--- config.mk ---
export PLATFORM = sky130hd
export DESIGN_NAME = dsram_bus_bridge
export DESIGN_NICKNAME = d
export VERILOG_FILES = /design/src/rtl/dsram_bus_bridge_pkg.sv /design/src/rtl/dsram_bus_bridge_watchdog.sv /design/src/rtl/dsram_bus_bridge.sv
export SDC_FILE = /design/constraint.sdc
export NUM_CORES = 1
export LEC_CHECK = 0
export CAP_MARGIN = 20
export CORE_MARGIN = 2
export CORE_UTILIZATION = 35
export CTS_CLUSTER_DIAMETER = 200
export CTS_CLUSTER_SIZE = 30
export DETAILED_ROUTE_END_ITERATION = 10
export PLACE_DENSITY = 0.75
export SYNTH_ARGS = -nofsm -noshare
export SYNTH_HDL_FRONTEND = slang
export SYNTH_HIERARCHICAL = 1
export SYNTH_SLANG_ARGS = --single-unit
--- constraint.sdc ---
create_clock -name clk -period 9.3 [get_ports clk]
set_input_delay 0.93 -clock clk [delete_from_list [all_inputs] [get_ports clk]]
set_output_delay 0.93 -clock clk [all_outputs]
set_load 0.005 [all_outputs]
--- src/rtl/dsram_bus_bridge_pkg.sv ---
// Shared types and constants for the data-SRAM to valid/ready bus bridge.
package dsram_bus_bridge_pkg;

  typedef enum logic [1:0] {
    ST_IDLE = 2'd0,
    ST_REQ  = 2'd1,
    ST_RESP = 2'd2,
    ST_DONE = 2'd3
  } bridge_state_t;

  localparam logic [31:0] DSRAM_BRIDGE_ERR_RDATA = 32'hDEAD_BEEF;

  // Slot of stallreq_for_bus in CTRL's stall request list (after rst, load, ex).
  localparam int STALL_IDX_BUS = 3;

  function automatic int strb_w(input int data_w);
    return data_w / 8;
  endfunction

endpackage

--- src/rtl/dsram_bus_bridge_watchdog.sv ---
// Response watchdog: counts cycles while enabled and flags expiry at TIMEOUT_CYC.
module bus_watchdog #(
  parameter int TIMEOUT_CYC = 255
) (
  input  logic clk,
  input  logic rst,
  input  logic clr,
  input  logic en,
  output logic expire
);
  localparam int CNT_W = (TIMEOUT_CYC > 1) ? $clog2(TIMEOUT_CYC) : 1;

  logic [CNT_W-1:0] cnt;

  always_ff @(posedge clk or posedge rst) begin
    if (rst)     cnt <= '0;
    else if (clr) cnt <= '0;
    else if (en)  cnt <= cnt + 1'b1;
  end

  // cnt holds cycles already spent, so expiry lands on the TIMEOUT_CYC-th cycle.
  assign expire = (TIMEOUT_CYC != 0) && en && (cnt == CNT_W'(TIMEOUT_CYC - 1));

endmodule

--- src/rtl/dsram_bus_bridge.sv ---
// Data-SRAM port to valid/ready bus bridge with stall request and response watchdog.
// Optional posted writes: define DSRAM_WR_POST_EN.
module dsram_bus_bridge
  import dsram_bus_bridge_pkg::*;
#(
  parameter int                ADDR_W      = 32,
  parameter int                DATA_W      = 32,
  parameter int                TIMEOUT_CYC = 255,
  parameter logic [DATA_W-1:0] ERR_RDATA   = DSRAM_BRIDGE_ERR_RDATA
) (
  input  logic                clk,
  input  logic                rst,
  input  logic                data_sram_en,
  input  logic [DATA_W/8-1:0] data_sram_wen,
  input  logic [ADDR_W-1:0]   data_sram_addr,
  input  logic [DATA_W-1:0]   data_sram_wdata,
  output logic [DATA_W-1:0]   data_sram_rdata,
  output logic                stallreq_for_bus,
  output logic                bus_req_valid,
  input  logic                bus_req_ready,
  output logic                bus_req_we,
  output logic [DATA_W/8-1:0] bus_req_wstrb,
  output logic [ADDR_W-1:0]   bus_req_addr,
  output logic [DATA_W-1:0]   bus_req_wdata,
  input  logic                bus_resp_valid,
  input  logic [DATA_W-1:0]   bus_resp_rdata,
  output logic                bus_err
);
  localparam int STRB_W = strb_w(DATA_W);

`ifdef DSRAM_WR_POST_EN
  localparam bit POST_EN = 1'b1;
`else
  localparam bit POST_EN = 1'b0;
`endif

  bridge_state_t       state, state_nxt;
  logic [STRB_W-1:0]   req_wstrb;
  logic [ADDR_W-1:0]   req_addr;
  logic [DATA_W-1:0]   req_wdata;
  logic                posted;
  logic                expire, accept, resp_done, new_is_post;

  assign accept      = (state == ST_IDLE) && data_sram_en;
  assign new_is_post = POST_EN && (|data_sram_wen);
  assign resp_done   = (state == ST_RESP) && (bus_resp_valid || expire);

  bus_watchdog #(.TIMEOUT_CYC(TIMEOUT_CYC)) u_wdog (
    .clk    (clk),
    .rst    (rst),
    .clr    ((state == ST_REQ) && bus_req_ready),
    .en     (state == ST_RESP),
    .expire (expire)
  );

  always_ff @(posedge clk or posedge rst) begin
    if (rst) state <= ST_IDLE;
    else     state <= state_nxt;
  end

  always_comb begin
    state_nxt = state;
    case (state)
      ST_IDLE: if (data_sram_en)  state_nxt = ST_REQ;
      ST_REQ:  if (bus_req_ready) state_nxt = ST_RESP;
      ST_RESP: if (bus_resp_valid || expire) state_nxt = posted ? ST_IDLE : ST_DONE;
      default: state_nxt = ST_IDLE;
    endcase
  end

  // A posted write only stalls the core when the core tries another access.
  always_comb begin
    stallreq_for_bus = 1'b0;
    bus_req_valid    = 1'b0;
    case (state)
      ST_IDLE: stallreq_for_bus = data_sram_en && !new_is_post;
      ST_REQ:  begin
        stallreq_for_bus = !posted || data_sram_en;
        bus_req_valid    = 1'b1;
      end
      ST_RESP: stallreq_for_bus = !posted || data_sram_en;
      default: ;
    endcase
  end

  always_ff @(posedge clk or posedge rst) begin
    if (rst) begin
      req_wstrb <= '0;
      req_addr  <= '0;
      req_wdata <= '0;
      posted    <= 1'b0;
    end else if (accept) begin
      req_wstrb <= data_sram_wen;
      req_addr  <= data_sram_addr;
      req_wdata <= data_sram_wdata;
      posted    <= new_is_post;
    end
  end

  // A response in the expiry cycle wins over the timeout.
  always_ff @(posedge clk or posedge rst) begin
    if (rst) begin
      data_sram_rdata <= '0;
      bus_err         <= 1'b0;
    end else begin
      bus_err <= resp_done && !bus_resp_valid;
      if (resp_done && bus_resp_valid && (req_wstrb == '0))
        data_sram_rdata <= bus_resp_rdata;
      else if (resp_done && !bus_resp_valid && !posted)
        data_sram_rdata <= ERR_RDATA;
    end
  end

  assign bus_req_we    = |req_wstrb;
  assign bus_req_wstrb = req_wstrb;
  assign bus_req_addr  = req_addr;
  assign bus_req_wdata = req_wdata;

endmodule

Word-level counts from Yosys, hierarchy flattened

Cells that the tools add are included.
W data, S select, Z words.

Bits in registers: 111
Bits of input ports: 105
Output and inout port bits: 104

Add/sub/neg operators: 1
Equality and inequality tests: 6
Mux-type cells: 10
Reductions and logical operators: 16

Operators by type and width:

| kind                  | number |
|---|---|
| $mux W32              | 2 |
| $mux W8               | 2 |
| $add A8 B1 Y8 const B | 1 |
| $eq A8 B8 Y1 const B  | 1 |
| $logic_and A1 B1 Y1   | 7 |
| $mux W2               | 3 |
| $ne A2 B2 Y1 const B  | 3 |
| $pmux W2 S3           | 1 |
| $logic_not A4 Y1      | 1 |
| $reduce_bool A2 Y1    | 2 |
| $reduce_or A4 Y1      | 1 |
| $reduce_and A3 Y1     | 1 |
| $eq A2 B1 Y1 const B  | 1 |
| $eq A2 B2 Y1 const B  | 1 |
| $logic_not A2 Y1      | 1 |
| $pmux W1 S2           | 1 |
| $reduce_or A2 Y1      | 1 |
| $logic_not A1 Y1      | 1 |
| $logic_or A1 B1 Y1    | 1 |
| $mux W1               | 1 |

Depth between registers and ports, before layout

Depth in word-level cells: 7
Mapped depth: 9

Hierarchy

The synthesis kept the hierarchy.

Modules (own cells, without submodules):

| module           | instances | cells each | area each (um^2) |
|---|---|---|---|
| dsram_bus_bridge | 1         | 279        | 4272.8 |
| bus_watchdog     | 1         | 42         | 419.2 |

Least setup slack after synthesis

No wires, ideal clock.

Kind: input to output
Start: in data_sram_en
End: out stallreq_for_bus
Arrival: 1102 ps
Setup slack: 7268 ps
Stages: 2
Buffers on the path: 0
Cells stage by stage: a21oi_1 nor2_1

Cells in the longest elaborated chain, start to end: 1

Ends and longest elaborated chain:

| what        | RTL line               | RTL |
|---|---|---|
| from (decl) | dsram_bus_bridge.sv:13 | `input logic data_sram_en,` |
| $pmux W1 S2 | dsram_bus_bridge.sv:75 | `case (state)` |
| to (decl)   | dsram_bus_bridge.sv:18 | `output logic stallreq_for_bus,` |

No other way between the ends.

Worst setup path in the final report

Same ends and word-level chain as after synthesis.

==> flow_summary.json <==
{
  "grt_pass1_wl_um": 17500,
  "cp.arrival_ns": 2.13,
  "hold_violations": 0,
  "hold_path.class": "flop to flop",
  "crit_fanout": 3,
  "dp_hpwl_um": 7910,
  "portBuffers": 208,
  "clock_skew_ns": 0.00823,
  "synth_compound_area_frac": 0.0112,
  "yosysWarnings": 6,
  "max-cap-violations": 0,
  "cts_buffer_depth": 2,
  "max_stage_delay_ns": 0.51,
  "yosysSeqAreaShare": 0.592,
  "drt_first_iter_violations": 104,
  "place_congestion": 0.694,
  "cts_sinks": 111,
  "tightest_slew_ns": 0.841,
  "track_usage": 0.156,
  "num_io_pins": 209,
  "outcome": "complete, no violations",
  "critical-path-top-delay-family": "buffers and inverters",
  "rsz0062_at_grt": "no",
  "htreeDepth": 3,
  "p_per_area_nw_per_um2": 298,
  "start_util": 0.356,
  "startpoint_type": "input pin",
  "muxShareOfSynthArea": 0.258,
  "finalNetCount": 640,
  "ctsResizeCount": 0,
  "synth-xor-area-share": 0.00747,
  "cts.clk_slew.worst_paths_ns": 0.07,
  "synth_cell_type_count": 30,
  "relSlewSlack": 0.439,
  "grt_max_degree": 69,
  "totalNegativeSetupSlack_ns": 0,
  "ant_nets": 0,
  "cts-buffers-inserted": 9,
  "synth_top_family_by_area": "multiplexers",
  "end_kind": "output port",
  "die_w_um": 120,
  "synth-seq-cells": 111,
  "cts_hold_buf": 0,
  "path_common_cell": "clkdlybuf4s50_1",
  "fmax_mhz": 327,
  "grt_overflow_total": 0,
  "vias": 3234,
  "num_rows": 42,
  "grt_pass1_vias": 3520,
  "post_drt_wl_per_cell_um": 15.3,
  "clockRootBuffer": "clkbuf_16",
  "path_buf_inv": 2,
  "synth-simple-area-share": 0.0768,
  "syn_area_um2": 4690,
  "drive_gt1_frac": 0.220,
  "cellLeakagePower_nw": 3.17,
  "finalMaxSlewViolations": 0,
  "antenna_found_initial": 0,
  "clk-insertion-delay-late_ns": 0.34,
  "synthAdderAreaFrac": 0.0187,
  "finalCritPeriodShare": 0.329,
  "vias_per_cell": 4.56,
  "cp.required_ns": 8.37,
  "fillerInstances": 1114,
  "die_h_um": 120,
  "crit_path_top_delay_cell": "clkdlybuf4s50_1",
  "max-vdd-ir-drop_mv": 0.150,
  "wirelength_um": 10900,
  "setup_viol": 0,
  "synth.avg_cell_area_um2": 14.6,
  "drc": 0,
  "syn-instance-count": 321,
  "syn_to_final_growth_pct": 53.7,
  "hold_ws_ns": 0.506,
  "n_antenna_cell": 0,
  "dr.pass1.iters": 4,
  "cts_tree": "built",
  "dieArea_um2": 14300,
  "core-area_um2": 13200,
  "synth_nets": 433,
  "post_cts_buffers": 0,
  "post-route-min-period_ns": 3.06,
  "crit_chain": "clkdlybuf4s50_1, a21oi_1, nor2_1, clkdlybuf4s50_1",
  "worst-setup-path-type": "input pin to output port"
}
[report_power, final]
| group | total, mW | switching (mW) | internal, mW | leakage, nW |
|---|---|---|---|---|
| Clock | 0.392 | 0.174 | 0.218 | 0.153 |
| Combinational | 0.933 | 0.286 | 0.647 | 1.65 |
| Sequential | 0.827 | 0.125 | 0.701 | 1.36 |
| Total | 2.15 | 0.585 | 1.57 | 3.17 |
[metrics by stage]
| stage | power [mW] | instance area [µm²] | util | std cells | worst slack, ns |
|---|---|---|---|---|---|
| final | 2.15 | 7210 | 0.547 | 709 | 6.24 |
| after global routing | 2.29 | 7210 | 0.547 | 709 | 6.21 |
| after CTS | 2.19 | 7210 | 0.547 | 709 | 6.25 |
| after detailed placement | 1.78 | 6910 | 0.524 | 693 | 6.26 |
| after global placement | 1.75 | 6910 | 0.524 | 693 | 6.26 |
| after floorplan | 1.22 | 4690 | - | 321 | 5.67 |
[cell type report]
class / instances / area, µm² / area share
clock buffers: 10 / 239 / 0.0331
repair buffers: 211 / 2100 / 0.292
inverters: 14 / 55.1 / 0.00763
clock inverters: 6 / 66.3 / 0.00920
well taps: 176 / 220 / 0.0305
multi-input cells: 181 / 1750 / 0.242
flip-flops and latches: 111 / 2780 / 0.385
[per-layer routing]
metal	track usage	part of all wire	vias to the layer above
li1	-	-	1504
met1	0.176	0.39	1580
met2	0.264	0.50	136
met3	0.0623	0.092	14
met4	0.0596	0.018	0
met5	0	0	-
[synthesized netlist by cell type, drive strengths merged]
library cell  count  area, µm²
xor2              3       26.3
nand2            13       48.8
o21ai             3       15.0
nand2b           24        150
a21oi             4       20.0
o32a              1       10.0
ha                7       87.6
nand3b            1       7.51
nor3b             1       7.51
clkbuf            4       15.0
or3               3       18.8
inv              14       52.6
or4               1       11.3
mux2             93       1130
a211oi            1       7.51
nor3              1       5.00
dfrtp           111       2780
nand4             5       46.3
nor2b             2       12.5
and2              1       6.26
nor2              8       46.3
buf              11        101
xnor2             1       8.76
mux2i             8       80.1
[registers in the layout, indices dropped and copies added, names as in the netlist]
register / count
bus_req_addr: 32
u_wdog/cnt: 8
bus_req_wdata: 32
bus_err: 1
state: 2
data_sram_rdata: 32
bus_req_wstrb: 4
[cells in the final DEF (no fill, tap or decap), drive strengths merged]
master / count
nand2: 13
buf: 3
mux2: 93
nor2: 8
o32a: 1
a211oi: 1
nor2b: 2
xor2: 3
nand3b: 1
mux2i: 8
nand4: 5
or4: 1
ha: 7
and2: 1
nor3: 1
a21oi: 4
xnor2: 1
clkbuf: 10
or3: 3
nor3b: 1
inv: 16
o21ai: 3
clkinv: 3
bufinv: 1
nand2b: 24
clkdlybuf4s50: 208
dfrtp: 111
[cell families (layout without fill, tap and decap cells)]
family	count (synthesis)	after routing
AOI/OAI and AO/OA	9	9
adders and majority gates	7	7
and+or+nand+nor	60	60
muxes	101	101
DFF	111	111
xor gates and xnor gates	4	4
buffers and inverters	29	241
[worst paths after layout]
kind	startpoint	slack, ns	end	cells past startpoint
setup / recovery	data_sram_en	6.24	stallreq_for_bus	4
hold / removal	bus_req_addr[20]	0.51	bus_req_addr[20]	1
setup reg to reg	state[0]	7.04	data_sram_rdata[21]	5
hold reg to reg	bus_req_addr[20]	0.51	bus_req_addr[20]	1
max in group asynchronous	rst	7.11	bus_req_addr[28]	3
min in group asynchronous	rst	0.93	u_wdog/cnt[1]	2
(Power assumes the default switching activity.)
